<file path="src/rtl/miss_port_arbiter_pkg.sv">
// Shared types for the miss-port arbiter.
//   arb_state_e : arbiter FSM states (IDLE -> ISSUE -> WAIT -> IDLE)
//   arb_req_t   : memory command {we, addr, wdata} at the default 32/32 widths
package miss_arb_pkg;

  localparam int ARB_ADDR_W = 32;
  localparam int ARB_DATA_W = 32;

  typedef enum logic [1:0] {
    IDLE  = 2'd0,
    ISSUE = 2'd1,
    WAIT  = 2'd2
  } arb_state_e;

  typedef struct packed {
    logic                  we;
    logic [ARB_ADDR_W-1:0] addr;
    logic [ARB_DATA_W-1:0] wdata;
  } arb_req_t;

endpackage

</file>
<file path="src/rtl/priority_encoder_parameterized.sv">
// Highest-index-wins priority encoder.
//   req_vec : request bit vector
//   idx     : index of the highest set bit (0 when none set)
//   valid   : any bit set
module priority_encoder_parameterized #(
  parameter int WIDTH = 4,
  localparam int IDX_W = (WIDTH > 1) ? $clog2(WIDTH) : 1
) (
  input  logic [WIDTH-1:0] req_vec,
  output logic [IDX_W-1:0] idx,
  output logic             valid
);

  always_comb begin
    idx   = '0;
    valid = |req_vec;
    // ascending scan, last hit wins -> highest set index
    for (int i = 0; i < WIDTH; i++) begin
      if (req_vec[i]) idx = IDX_W'(i);
    end
  end

endmodule

</file>
<file path="src/rtl/miss_port_arbiter.sv">
// Round-robin arbiter sharing one memory port among NUM_REQ miss/writeback
// requesters. One transaction in flight: accept, issue, wait for completion,
// route the response back to the owner.
//   clk, rst_n        : clock, synchronous active-low reset
//   req_*             : per-requester valid/we/addr/wdata; req_ready one-hot accept
//   resp_valid/rdata  : one-hot one-cycle completion strobe + shared data
//   mem_*             : downstream command handshake and completion
//   busy, owner       : transaction in flight, current/last granted index
module miss_port_arbiter
  import miss_arb_pkg::*;
#(
  parameter int NUM_REQ    = 4,
  parameter int ADDR_WIDTH = 32,
  parameter int DATA_WIDTH = 32
) (
  input  logic                                 clk,
  input  logic                                 rst_n,
  input  logic [NUM_REQ-1:0]                   req_valid,
  input  logic [NUM_REQ-1:0]                   req_we,
  input  logic [NUM_REQ-1:0][ADDR_WIDTH-1:0]   req_addr,
  input  logic [NUM_REQ-1:0][DATA_WIDTH-1:0]   req_wdata,
  output logic [NUM_REQ-1:0]                   req_ready,
  output logic [NUM_REQ-1:0]                   resp_valid,
  output logic [DATA_WIDTH-1:0]                resp_rdata,
  output logic                                 mem_valid,
  input  logic                                 mem_ready,
  output logic                                 mem_we,
  output logic [ADDR_WIDTH-1:0]                mem_addr,
  output logic [DATA_WIDTH-1:0]                mem_wdata,
  input  logic                                 mem_rvalid,
  input  logic [DATA_WIDTH-1:0]                mem_rdata,
  output logic                                 busy,
  output logic [$clog2(NUM_REQ)-1:0]           owner
);

  localparam int IDX_W = $clog2(NUM_REQ);

  // command register sized by this instance's widths
  typedef struct packed {
    logic                  we;
    logic [ADDR_WIDTH-1:0] addr;
    logic [DATA_WIDTH-1:0] wdata;
  } cmd_t;

  generate
    if (NUM_REQ < 2) begin : g_bad_num_req
      $fatal(1, "miss_port_arbiter: NUM_REQ must be >= 2");
    end
  endgenerate

  arb_state_e         state, state_nxt;
  logic [IDX_W-1:0]   last_grant, winner;
  logic [NUM_REQ-1:0] mask, masked, enc_in, grant_oh, owner_oh;
  logic               any_req, accept;
  cmd_t               cmd;

  // ---------------- winner selection ----------------
  // Only indices below last_grant are eligible first; if none of those
  // request, fall back to the raw vector (wrap to the highest index).
  always_comb begin
    mask = '0;
    for (int i = 0; i < NUM_REQ; i++) mask[i] = (last_grant > IDX_W'(i));
  end

  assign masked = req_valid & mask;
  assign enc_in = (|masked) ? masked : req_valid;

  priority_encoder_parameterized #(.WIDTH(NUM_REQ)) u_enc (
    .req_vec (enc_in),
    .idx     (winner),
    .valid   (any_req)
  );

  always_comb begin
    grant_oh = '0;
    owner_oh = '0;
    for (int i = 0; i < NUM_REQ; i++) begin
      grant_oh[i] = (winner == IDX_W'(i));
      owner_oh[i] = (owner  == IDX_W'(i));
    end
  end

  // no acceptance while reset is asserted, even though state reads IDLE
  assign accept    = rst_n && (state == IDLE) && any_req;
  assign req_ready = accept ? grant_oh : '0;

  // ---------------- FSM ----------------
  always_ff @(posedge clk) begin
    if (!rst_n) state <= IDLE;
    else        state <= state_nxt;
  end

  always_comb begin
    state_nxt = state;
    case (state)
      IDLE:    if (any_req)    state_nxt = ISSUE;
      ISSUE:   if (mem_ready)  state_nxt = WAIT;
      WAIT:    if (mem_rvalid) state_nxt = IDLE;
      default:                 state_nxt = IDLE;
    endcase
  end

  // ---------------- command / response registers ----------------
  always_ff @(posedge clk) begin
    if (!rst_n) begin
      last_grant <= '0;
      owner      <= '0;
      cmd        <= '0;
      resp_valid <= '0;
      resp_rdata <= '0;
    end else begin
      resp_valid <= '0;
      if (accept) begin
        last_grant <= winner;
        owner      <= winner;
        cmd        <= '{we: req_we[winner], addr: req_addr[winner], wdata: req_wdata[winner]};
      end
      // completions outside WAIT are stray and dropped
      if (state == WAIT && mem_rvalid) begin
        resp_valid <= owner_oh;
        resp_rdata <= mem_rdata;
      end
    end
  end

  assign mem_valid = (state == ISSUE);
  assign mem_we    = cmd.we;
  assign mem_addr  = cmd.addr;
  assign mem_wdata = cmd.wdata;
  assign busy      = (state != IDLE);

endmodule

</file>
<file path="config.mk">
export PLATFORM = sky130hd
export DESIGN_NAME = miss_port_arbiter
export DESIGN_NICKNAME = d
export VERILOG_FILES = /design/src/rtl/miss_port_arbiter_pkg.sv /design/src/rtl/priority_encoder_parameterized.sv /design/src/rtl/miss_port_arbiter.sv
export SDC_FILE = /design/constraint.sdc
export NUM_CORES = 1
export LEC_CHECK = 0
export CAP_MARGIN = 10
export CORE_AREA = 3 3 159 161
export DETAILED_ROUTE_END_ITERATION = 8
export DIE_AREA = 0 0 162 164
export GPL_TIMING_DRIVEN = 0
export PLACE_DENSITY = 0.59
export SLEW_MARGIN = 20
export SYNTH_ARGS = -nofsm -noshare
export SYNTH_HDL_FRONTEND = slang
export SYNTH_SLANG_ARGS = --single-unit
</file>
<file path="constraint.sdc">
create_clock -name clk -period 2.4 [get_ports clk]
set_clock_uncertainty 0.2 [all_clocks]
set_input_delay 0.48 -clock clk [delete_from_list [all_inputs] [get_ports clk]]
set_output_delay 0.48 -clock clk [all_outputs]
set_load 0.02 [all_outputs]
</file>
Word-level counts from Yosys, hierarchy flattened
Cells that the tools add are included.

word-level totals
  register bits after elaboration = 105
  input port bits = 300
  output and inout bits = 109

operators by class
  order comparisons = 5
  equality and inequality tests = 11
  mux-type cells = 15
  bitwise logic cells = 1
  reductions and logical operators = 11

operator list
  operator              number
  $bmux W32 S2          2
  $mux W32              2
  $eq A2 B2 Y1 const B  5
  $mux W2               5
  $mux W4               2
  $reduce_or A4 Y1      2
  $eq A2 B1 Y1 const B  3
  $logic_not A2 Y1      3
  $pmux W2 S3           1
  $and A4 B4 Y4         1
  $gt A2 B1 Y1 const B  2
  $gt A2 B2 Y1 const B  2
  $ne A2 B2 Y1 const B  2
  $logic_and A1 B1 Y1   3
  $lt A2 B3 Y1 const B  1
  $reduce_and A3 Y1     1
  $bmux W1 S2           1
  $mux W1               2
  $ne A2 B1 Y1 const B  1
  $reduce_and A2 Y1     1
  $reduce_bool A2 Y1    1

Depth between registers and ports, before layout
Gate-level depths: netlist of run 1.

  word-level depth = 9
  mapped depth = 8
  gate-level depth less buffers = 5

Cells and area by module
Synthesis of run 1 repeated with hierarchy kept, for this count alone.

second synthesis, totals
  cells, all modules = 554
  area total of the unflattened synthesis = 5348.9 um^2

modules (own cells, without submodules)
  module                          times used  cells each  area an instance (um^2)  seq. area each (um^2)
  miss_port_arbiter               1           550         5325.1                   2102.0
  priority_encoder_parameterized  1           4           23.8                     0.0

Worst setup path after synthesis of run 1
No wires, ideal clock.

  path type = input-to-output
  from = input port req_valid[0]
  to = output port req_ready[1]
  arrival = 1.778 ns
  data required time = 1.720 ns
  setup slack = -0.058 ns
  stages = 6
  path through = buf_4 -> inv_1 -> o21ai_0 -> a211o_1 -> clkbuf_1 -> nor3_1

on the way
  cells in the longest elaborated chain, start to end = 8
  elaborated cells between the ends (all ways) = 10

ends and longest elaborated chain
  what                   RTL line                              source
  start, declared        miss_port_arbiter.sv:18               input logic [NUM_REQ-1:0] req_valid,
  $and A4 B4 Y4          miss_port_arbiter.sv:65               assign masked = req_valid & mask;
  $reduce_or A4 Y1       miss_port_arbiter.sv:66               assign enc_in = (|masked) ? masked : req_valid;
  $mux W4 *              miss_port_arbiter.sv:66
  $mux W1                priority_encoder_parameterized.sv:19  if (req_vec[i]) idx = IDX_W'(i);
  $mux W2 (2 in series)  priority_encoder_parameterized.sv:19
  $eq A2 B1 Y1           miss_port_arbiter.sv:78               grant_oh[i] = (winner == IDX_W'(i));
  $mux W4 *              miss_port_arbiter.sv:85               assign req_ready = accept ? grant_oh : '0;
  end, declared          miss_port_arbiter.sv:22               output logic [NUM_REQ-1:0] req_ready,

Mark *: on every way between the ends. The rest lies on a longest branch, timed or not.

Worst setup path after layout of run 1
  from = input port req_valid[1]
  to = output port req_ready[3]

on the way
  cells in the longest elaborated chain, start to end = 8
  elaborated cells between the ends (all ways) = 10

ends and longest elaborated chain
  what                   RTL line
  $and A4 B4 Y4          miss_port_arbiter.sv:65
  $reduce_or A4 Y1       miss_port_arbiter.sv:66
  $mux W4 *              miss_port_arbiter.sv:66
  $mux W1                priority_encoder_parameterized.sv:19
  $mux W2 (2 in series)  priority_encoder_parameterized.sv:19
  $eq A2 B2 Y1           miss_port_arbiter.sv:78
  $mux W4 *              miss_port_arbiter.sv:85

Marked as above.

==> results of run 1 <==
==> layout by cell type (no fill, tap or decap), types with 3 or more instances in the layout <==
| master | n |
|---|---|
| buf_4 | 22 |
| clkbuf_2 | 7 |
| nand3_1 | 65 |
| dfxtp_1 | 103 |
| nand2_1 | 134 |
| clkdlybuf4s50_1 | 399 |
| nor2_1 | 11 |
| buf_2 | 16 |
| nor2_2 | 3 |
| a21oi_1 | 37 |
| clkbuf_16 | 9 |
| o221ai_2 | 9 |
| buf_6 | 13 |
| inv_6 | 4 |
| clkbuf_1 | 16 |
| o221ai_1 | 121 |
==> state kept, by name, summed over array words and instances, names as in the netlist <==
signal / cells
mem_addr: 32
resp_rdata: 32
state: 2
mem_we: 1
last_grant: 2
mem_wdata: 32
resp_valid: 4
==> critical path: stages <==
cell,delay (ns)
dlygate4sd2_1,0.30
o21a_1,0.25
nand3b_1,0.23
buf_8,0.17
nor2_2,0.09
buf_4,0.15
==> what timing repair did <==
item | 4_1_cts | 5_1_grt
gates resized for setup | 49 | 20
hold buffers | 0 | 0
pin swaps | 2 | 1
endpoints found under the setup margin | 65 | 55
buffers inserted | 9 | 4
==> layout make-up <==
cell class / instances / share of cell area [%]
timing repair buffer: 420 / 42.0
clock buffer: 9 / 2.28
clock inverter: 6 / 0.733
buffer: 61 / 4.05
antenna: 1 / 0.0253
inverter: 3 / 0.114
multi-input combinational: 407 / 25.4
sequential: 105 / 21.3
tap: 324 / 4.10
==> power groups by stage <==
stage | Combinational (mW) | Sequential [mW] | Clock (mW)
2_1_floorplan | 0.608 | 2.39 | 0
3_3_place_gp | 2.13 | 2.12 | 0
3_5_place_dp | 2.12 | 2.13 | 0
4_1_cts | 2.18 | 2.10 | 1.65
5_1_grt | 2.32 | 2.13 | 1.69
6_report | 2.18 | 2.10 | 1.58
==> through the flow <==
stage	hold slack [ns]	instances	setup WS [ns]	TNS [ns]
2_1_floorplan	0.325	577	0.0606	0
3_3_place_gp	0.235	1308	-1.05	-38.99
3_5_place_dp	0.240	1308	-1.06	-40.04
4_1_cts	0.257	1331	0.00106	0
5_1_grt	0.275	1335	-0.0451	-0.146
6_report	0.253	1336	0.0394	0
==> logic make-up after synthesis <==
family / after synthesis
mux: 1
simple gates: 229
compound gates: 177
flops: 105
buf+inv: 65
==> path summary, 6_finish.rpt <==
kind                                   start                         to  cells after the start
setup reg to reg  last_grant[0]$_SDFFE_PN0P_  mem_addr[28]$_SDFFE_PN0P_                      7
hold reg to reg    mem_addr[19]$_SDFFE_PN0P_  mem_addr[19]$_SDFFE_PN0P_                      2
hold / removal     mem_addr[19]$_SDFFE_PN0P_  mem_addr[19]$_SDFFE_PN0P_                      2
setup / recovery                req_valid[1]               req_ready[3]                      6
==> routing by layer <==
layer	up-vias	track usage [%]	routed length, um	share of wire [%]
met1	2964	22.7	11000	42
li1	3072	-	-	-
met5	-	0	0	0
met3	28	5.22	1970	7.5
met2	258	31.5	12700	48
met4	0	5.62	505	1.9
==> impl_metrics.py, run 1 <==
metrics = {
    "sta": {
        "finalSetupViolations": 0,
        "fin_crit_ns": 2.36,
        "slew_headroom_pct": 62.3,
        "slew_violations": 0,
        "hold_viol": 0,
        "rsz0062_at_grt": "true",
        "fmax_mhz": 424,
        "worst_pin_slew_ns": 0.565,
        "timing.final.crit_share_pct": 98.4,
    },
    "power_and_ir_drop": {
        "p_comb_share_pct": 37.2,
        "peakVddDrop_mv": 0.281,
        "clkPwrFrac_pct": 27.0,
        "total_leakage_power_nw": 3.56,
        "powerDensity_nw_per_um2": 592,
        "swShare_pct": 33.3,
        "p_sw_mw": 1.95,
        "total_power_mw": 5.86,
        "p_seq_share_pct": 35.8,
        "power.internal_mw": 3.91,
    },
    "placement": {
        "gp_congestion": 0.816,
        "dp_hpwl_um": 20100,
        "placed_cell_area_um2": 9420,
        "io_buffers": 407,
    },
    "yosys": {
        "synth_edf_count": 0,
        "yosys.area.top_type_share_pct": 42.6,
        "synth_compound_area_share_pct": 29.5,
        "synth_fa_ha_area_share_pct": 0,
        "synthFlopType": "dfxtp_1",
        "ys_types": 35,
        "yosys.area_share.xor_xnor_pct": 0,
        "synth_most_common_cell": "nand2_1",
        "synth_area_um2": 4940,
        "synthSimpleGateAreaFrac_pct": 20.1,
        "synth_commonest_cells": "135 x nand2_1, 121 x o221ai_1, 105 x dfxtp_1",
        "synth_top_family_by_area": "compound AO/OA/AOI/OAI gates",
        "syn_avg_cell_area_um2": 8.56,
        "synth_mux_area_share_pct": 0.203,
        "yosysSeqAreaShare_pct": 42.6,
        "yosys.area.top_type": "dfxtp_1",
        "synth_seq_cells": 105,
        "ys_top_cells_by_area": "dfxtp_1 43%, o221ai_1 21%, nand2_1 10%",
        "ys_warn_count": 0,
        "synth_nets": 877,
        "postSynth.asyncResetShare_pct": 0,
        "syn_inst": 577,
    },
    "run": {
        "cap_violations": 0,
    },
    "global_route": {
        "grt_antenna_before_repair": 0,
        "grt_util_all_layers_pct": 18.5,
        "grt_pass1_vias": 6336,
        "grt_pass1_wl_um": 37800,
        "grt_max_degree": 19,
        "overflow": 0,
    },
    "cts": {
        "htree_levels": 3,
        "clkSinkCount": 105,
        "clock_latency_ns": 0.35,
        "numCtsBuffers": 9,
        "cts-root-buf": "clkbuf_16",
        "cts_tree": "built",
        "cts_buffer_depth": 2,
        "path_clk_slew_ns": 0.08,
    },
    "setup_path": {
        "crit_type": "input port to primary output",
        "worstPathArrival_ns": 1.68,
        "rrSetupSlack_ns": 0.14,
        "critPathRequiredTime_ns": 1.72,
        "startpoint_type": "input port",
        "path_max_fanout": 8,
        "end_kind": "primary output",
    },
    "drt": {
        "drcViolationCount": 0,
        "drt-initial-drc-count": 333,
        "routed_wl_um": 26200,
        "via_count": 6322,
        "viasPerCell": 4.73,
        "ant_nets": 0,
        "wire_per_inst_um": 19.6,
        "first_pass_iters": 4,
    },
    "finish": {
        "nets": 1307,
        "design_area_um2": 9900,
        "seqCellArea_um2": 2110,
        "final_util_pct": 41.1,
        "num-fill-cells": 2547,
        "multi_input_area_um2": 2510,
        "drive_gt1_share_pct": 9.79,
        "area_growth_pct": 100,
    },
    "floorplan": {
        "die_height_um": 164,
        "core.rowCount": 57,
        "die_x_um": 162,
        "floorplan.initialDensity_pct": 20.5,
        "io_pins": 409,
        "coreArea_um2": 24100,
        "die-area_um2": 26600,
    },
    "run_status": {
        "status": "finished clean",
    },
    "min_path": {
        "min_path_type": "flip-flop to flip-flop",
    },
}
Note: power is estimated with default switching activity, not from simulation.
==> run 2: changes to the inputs <==
--- a/config.mk
+++ b/config.mk
@@ -9,7 +9,7 @@
 export CORE_AREA = 3 3 159 161
 export DETAILED_ROUTE_END_ITERATION = 8
 export DIE_AREA = 0 0 162 164
-export GPL_TIMING_DRIVEN = 0
+export GPL_TIMING_DRIVEN = 1
 export PLACE_DENSITY = 0.59
 export SLEW_MARGIN = 20
 export SYNTH_ARGS = -nofsm -noshare
==> constraint.sdc (replaced) <==
create_clock -name clk -period 2.2 [get_ports clk]
set_clock_uncertainty 0.2 [all_clocks]
set_input_delay 0.44 -clock clk [delete_from_list [all_inputs] [get_ports clk]]
set_output_delay 0.44 -clock clk [all_outputs]
set_load 0.02 [all_outputs]
==> run 2 against run 1 <==
- non-clock buffer count fell by 17
- combinational power rose by 11%
- die area did not move
- critical path depth fell by 1
- core utilization rose by 0.74 points
- total power rose by 12%
- register-to-register slack got worse by 0.03 ns
- first-iteration DRC count fell by 9.9%
- sequential share of layout area fell by 0.40 points
- critical endpoint is now req_ready[0]
- largest power group unchanged
==> impl_metrics.py, run 2 (synthesis gave the netlist of run 1 again) <==
metrics = {
    "power_and_ir_drop": {
        "total_power_mw": 6.56,
        "total_leakage_power_nw": 3.64,
        "peakVddDrop_mv": 0.398,
        "powerDensity_nw_per_um2": 651,
    },
    "cts": {
        "path_clk_slew_ns": 0.07,
        "clkSinkCount": 105,
        "postCtsHoldBufs": 0,
        "cts_buffer_depth": 2,
        "cts-root-buf": "clkbuf_16",
        "clock_latency_ns": 0.34,
        "htree_levels": 3,
        "numCtsBuffers": 9,
        "cts_tree": "built",
    },
    "finish": {
        "area_growth_pct": 104,
        "final_cell_mix": "396 x clkdlybuf4s50_1, 134 x nand2_1, 120 x o221ai_1",
        "nets": 1290,
        "final_util_pct": 41.8,
        "final_common_cell": "clkdlybuf4s50_1",
        "design_area_um2": 10100,
        "antenna_cells": 0,
        "drive_gt1_share_pct": 11.0,
    },
    "drt": {
        "drcViolationCount": 0,
        "top_layer": "met5",
        "ant_nets": 0,
        "met1_length_um": 9980,
        "drt-initial-drc-count": 300,
        "via_count": 6289,
        "met2_length_um": 12500,
        "first_pass_iters": 4,
        "viasPerCell": 4.77,
        "wl_met3_um": 1930,
        "wire_per_inst_um": 19.1,
        "routed_wl_um": 25200,
    },
    "floorplan": {
        "coreArea_um2": 24100,
        "die_x_um": 162,
        "floorplan.initialDensity_pct": 20.5,
        "core.rowCount": 57,
        "die-area_um2": 26600,
        "io_pins": 409,
        "die_height_um": 164,
    },
    "global_route": {
        "grt_util_all_layers_pct": 17.6,
        "overflow": 0,
        "grt_pass1_vias": 6115,
        "grt_pass1_wl_um": 36600,
        "grt_max_degree": 47,
        "grt_antenna_before_repair": 1,
    },
    "sta": {
        "holdWs_ns": 0.252,
        "tns_ns": 0,
        "slew_headroom_pct": 72.0,
        "fin_crit_ns": 2.19,
        "timing.final.crit_share_pct": 99.7,
        "hold_viol": 0,
        "fmax_mhz": 456,
        "worst_pin_slew_ns": 0.419,
        "slew_violations": 0,
        "finalSetupViolations": 0,
        "rsz0062_at_grt": "true",
    },
    "setup_path": {
        "critPathRequiredTime_ns": 1.56,
        "worstPathArrival_ns": 1.55,
        "startpoint_type": "input port",
        "cp_cell_sequence": "clkdlybuf4s15_2 > or4_4 > nand3_4 > nor3_2 > buf_4",
        "crit_type": "input port to primary output",
        "end_kind": "primary output",
        "reg2reg_from": "last_grant[0]$_SDFFE_PN0P_",
        "path_max_fanout": 6,
        "path_delay_family": "simple AND/OR/NAND/NOR gates",
        "crit_slowest_cell": "or4_4",
        "crit_start": "req_valid[1]",
        "slowest_delay_ns": 0.56,
        "critPathBufInv": 2,
    },
    "placement": {
        "placed_cell_area_um2": 9680,
        "dp_hpwl_um": 18400,
        "gp_congestion": 0.799,
        "io_buffers": 408,
    },
    "min_path": {
        "hold_start": "mem_wdata[4]$_SDFFE_PN0P_",
        "min_path_type": "flip-flop to flip-flop",
    },
    "run_status": {
        "status": "finished clean",
    },
    "run": {
        "cap_violations": 0,
    },
}
run 2: worst reg2reg max path: cells and delay by family (launching register included):
family                 cells  cell delay [ns]
AND/OR/NAND/NOR            3             0.47
AO/OA/AOI/OAI              2             0.47
buffers and inverters      3             0.53
flip-flops                 1             0.37
run 2: per-stage QoR:
stage	setup WS, ns	cells
6_report	0.00673	1319
5_1_grt	-0.0276	1319
4_1_cts	0.0136	1318
3_5_place_dp	-0.845	1301
3_3_place_gp	-0.870	1301
2_1_floorplan	-0.0162	577
run 2: area by class of cell:
class	instances	area, um^2
clock buffers	9	225
clock inverters	7	109
fillers	2480	14000
inverters	3	11.3
multi-input cells	407	2570
flip-flops and latches	105	2110
well taps	324	405
repair buffers	464	4640
run 2: power breakdown:
part           leakage, nW  total [mW]  internal [mW]  switching (mW)
Clock                0.164        1.84           1.02           0.819
Combinational         2.61        2.43           1.27            1.17
Sequential           0.863        2.28           2.15           0.129
Total                 3.64        6.56           4.44            2.12
run 2: final timing paths:
path / endpoint / slack, ns / cells past startpoint
setup / recovery: req_ready[0] / 0.007 / 5
hold reg to reg: mem_wdata[4]$_SDFFE_PN0P_ / 0.25 / 2
setup reg to reg: mem_addr[31]$_SDFFE_PN0P_ / 0.11 / 8
hold / removal: mem_wdata[4]$_SDFFE_PN0P_ / 0.25 / 2
run 2: repair_timing:
action | 4_1_cts | 5_1_grt
setup buffers | 1 | 1
resized for setup | 41 | 18
pin swaps | 3 | 3
setup endpoints to repair | 73 | 6
run 2: routing by layer:
| layer | GRT usage [%] | vias up |
|---|---|---|
| met3 | 4.82 | 38 |
| met1 | 21.0 | 2953 |
| met2 | 30.4 | 262 |
| li1 | - | 3034 |
| met4 | 6.40 | 2 |
| met5 | 0 | - |
==> run 3: changes to the inputs <==
--- a/config.mk
+++ b/config.mk
@@ -6,11 +6,12 @@
 export NUM_CORES = 1
 export LEC_CHECK = 0
 export CAP_MARGIN = 10
-export CORE_AREA = 3 3 159 161
+export CORE_AREA = 3 3 156 158
 export DETAILED_ROUTE_END_ITERATION = 8
-export DIE_AREA = 0 0 162 164
+export DIE_AREA = 0 0 159 161
+export DONT_BUFFER_PORTS = 1
 export GPL_TIMING_DRIVEN = 1
-export PLACE_DENSITY = 0.59
+export PLACE_DENSITY = 0.38
 export SLEW_MARGIN = 20
 export SYNTH_ARGS = -nofsm -noshare
 export SYNTH_HDL_FRONTEND = slang
==> run 3 against run 2 <==
- sequential power is 16% higher
- maximum frequency is 0.10% lower
- clock power is 12% lower
- combinational power is 60% lower
- worst setup slack worse by 0.0023 ns
- hold slack worse by 0.23 ns
- register-to-register slack hardly changed
- critical path type is now flip-flop to primary output
- largest power group is now sequential cells
- highest routed layer is now met4
==> impl_metrics.py, run 3 (synthesis gave the netlist of run 1 again) <==
metrics = {
    "setup_path": {
        "end_kind": "primary output",
        "worstPathArrival_ns": 1.56,
        "slowest_delay_ns": 0.38,
        "crit_type": "flip-flop to primary output",
        "startpoint_type": "flip-flop",
        "path_max_fanout": 8,
        "rrSetupSlack_ns": 0.12,
        "crit_top_cell": "buf_4",
        "r2r_cells": 7,
        "critPathRequiredTime_ns": 1.56,
        "cp_cell_sequence": "o21a_1 > a221oi_2 > buf_4 > nor3_2 > buf_4",
        "crit_slowest_cell": "dfxtp_4",
    },
    "drt": {
        "routed_wl_um": 19900,
        "drt-initial-drc-count": 295,
        "via_count": 4912,
        "viasPerCell": 5.51,
        "first_pass_iters": 4,
        "drcViolationCount": 0,
        "ant_nets": 0,
        "wire_per_inst_um": 22.4,
    },
    "finish": {
        "nets": 868,
        "drive_gt1_share_pct": 13.1,
        "fin_cells": 892,
        "final_cell_mix": "134 x nand2_1, 121 x o221ai_1, 103 x dfxtp_1",
        "antenna_cells": 0,
        "seqCellArea_um2": 2110,
        "multi_input_area_um2": 2540,
        "final_common_cell": "nand2_1",
        "num-fill-cells": 2527,
        "area_growth_pct": 17.9,
    },
    "run_status": {
        "status": "finished clean",
    },
    "power_and_ir_drop": {
        "total_leakage_power_nw": 1.94,
        "power.internal_mw": 3.31,
        "powerDensity_nw_per_um2": 896,
        "p_seq_share_pct": 50.7,
        "clkPwrFrac_pct": 30.8,
        "peakVddDrop_mv": 0.311,
        "p_sw_mw": 1.90,
        "total_power_mw": 5.22,
        "swShare_pct": 36.5,
        "p_comb_share_pct": 18.5,
    },
    "placement": {
        "gp_congestion": 0.784,
        "dp_hpwl_um": 15100,
        "dp_cells": 862,
        "io_buffers": 0,
    },
    "cts": {
        "cts_buffer_depth": 2,
        "cts_tree": "built",
        "clock_latency_ns": 0.35,
        "htree_levels": 3,
        "path_clk_slew_ns": 0.08,
        "clkSinkCount": 105,
        "cts-root-buf": "clkbuf_16",
        "numCtsBuffers": 9,
    },
    "floorplan": {
        "die_x_um": 159,
        "io_pins": 409,
        "die-area_um2": 25600,
        "floorplan.initialDensity_pct": 21.2,
        "die_height_um": 161,
        "core.rowCount": 56,
        "coreArea_um2": 23300,
    },
    "global_route": {
        "grt_max_degree": 48,
        "grt_pass1_vias": 4763,
        "grt_util_all_layers_pct": 14.6,
        "grt_pass1_wl_um": 29400,
        "grt_antenna_before_repair": 0,
        "overflow": 0,
    },
    "sta": {
        "slew_violations": 0,
        "fmax_mhz": 455,
        "hold_viol": 0,
        "worst_pin_slew_ns": 0.594,
        "timing.final.crit_share_pct": 99.8,
        "finalSetupViolations": 0,
        "fin_crit_ns": 2.20,
        "rsz0062_at_grt": "true",
        "holdWs_ns": 0.0215,
        "slew_headroom_pct": 60.3,
    },
    "min_path": {
        "min_path_type": "input port to flip-flop",
        "hold_depth": 2,
    },
    "run": {
        "cap_violations": 0,
    },
}
==> run 3: cell count changes in the layout (fill, tap and decap cells not counted), sizes merged, moves of 2 or more <==
cell / before / now
buf: 62 / 33
bufinv: 2 / 0
dlygate4sd2: 3 / 0
clkdlybuf4s50: 396 / 0
dlygate4sd3: 0 / 9
==> run 3: stage by stage <==
stage / setup TNS (ns) / utilization (%) / worst slack (ns) / cell area (um^2)
6_report: 0 / 25.0 / 0.00444 / 5820
3_5_place_dp: 0 / 23.0 / 0.0773 / 5350
5_1_grt: -0.142 / 25.0 / -0.0730 / 5820
3_3_place_gp: 0 / 23.0 / 0.0875 / 5350
4_1_cts: -0.0119 / 24.9 / -0.0119 / 5800
2_1_floorplan: -0.0162 / - / -0.0162 / 4950
==> run 3: power by group through the flow <==
| stage | clock network [mW] | logic (mW) | registers [mW] |
|---|---|---|---|
| 6_report | 1.61 | 0.964 | 2.65 |
| 5_1_grt | 1.79 | 1.06 | 2.67 |
| 4_1_cts | 1.72 | 0.965 | 2.65 |
| 3_5_place_dp | 0 | 0.926 | 2.69 |
| 3_3_place_gp | 0 | 0.895 | 2.70 |
| 2_1_floorplan | 0 | 0.665 | 2.60 |
==> run 3: critical path: cells and delay by family (launching register included) <==
kind,cells,cell delay (ns)
compound gates,2,0.44
flops,1,0.38
buf+inv,2,0.35
simple gates,1,0.04
==> run 3: layout make-up <==
class,count,share of cell area [%]
clock buffer,9,3.87
tap,319,6.86
timing repair buffer,42,7.87
sequential,105,36.2
inverter,3,0.193
clock inverter,7,1.25
multi-input combinational,407,43.7
==> run 3: repair_timing <==
item / 4_1_cts / 5_1_grt
setup endpoints to repair: 4 / 4
setup buffers: 5 / 0
hold buffers: 9 / 0
pin swaps: 4 / 2
hold endpoints to repair: 9 / 0
gates resized for setup: 8 / 5
==> run 3: path summary, 6_finish.rpt <==
path / startpoint / endpoint
max: last_grant[1]$_SDFFE_PN0P_ / req_ready[0]
min: mem_rdata[19] / resp_rdata[19]$_SDFFE_PN0P_
max reg2reg: last_grant[0]$_SDFFE_PN0P_ / mem_addr[26]$_SDFFE_PN0P_
min reg2reg: resp_rdata[16]$_SDFFE_PN0P_ / resp_rdata[16]$_SDFFE_PN0P_
==> run 3: per-layer routing <==
metal	part of all wire [%]	track usage (%)	up-vias
met5	0	0	-
met2	50	25.3	301
met4	1.7	4.26	0
li1	-	-	2191
met3	7.8	3.85	26
met1	40	17.7	2394
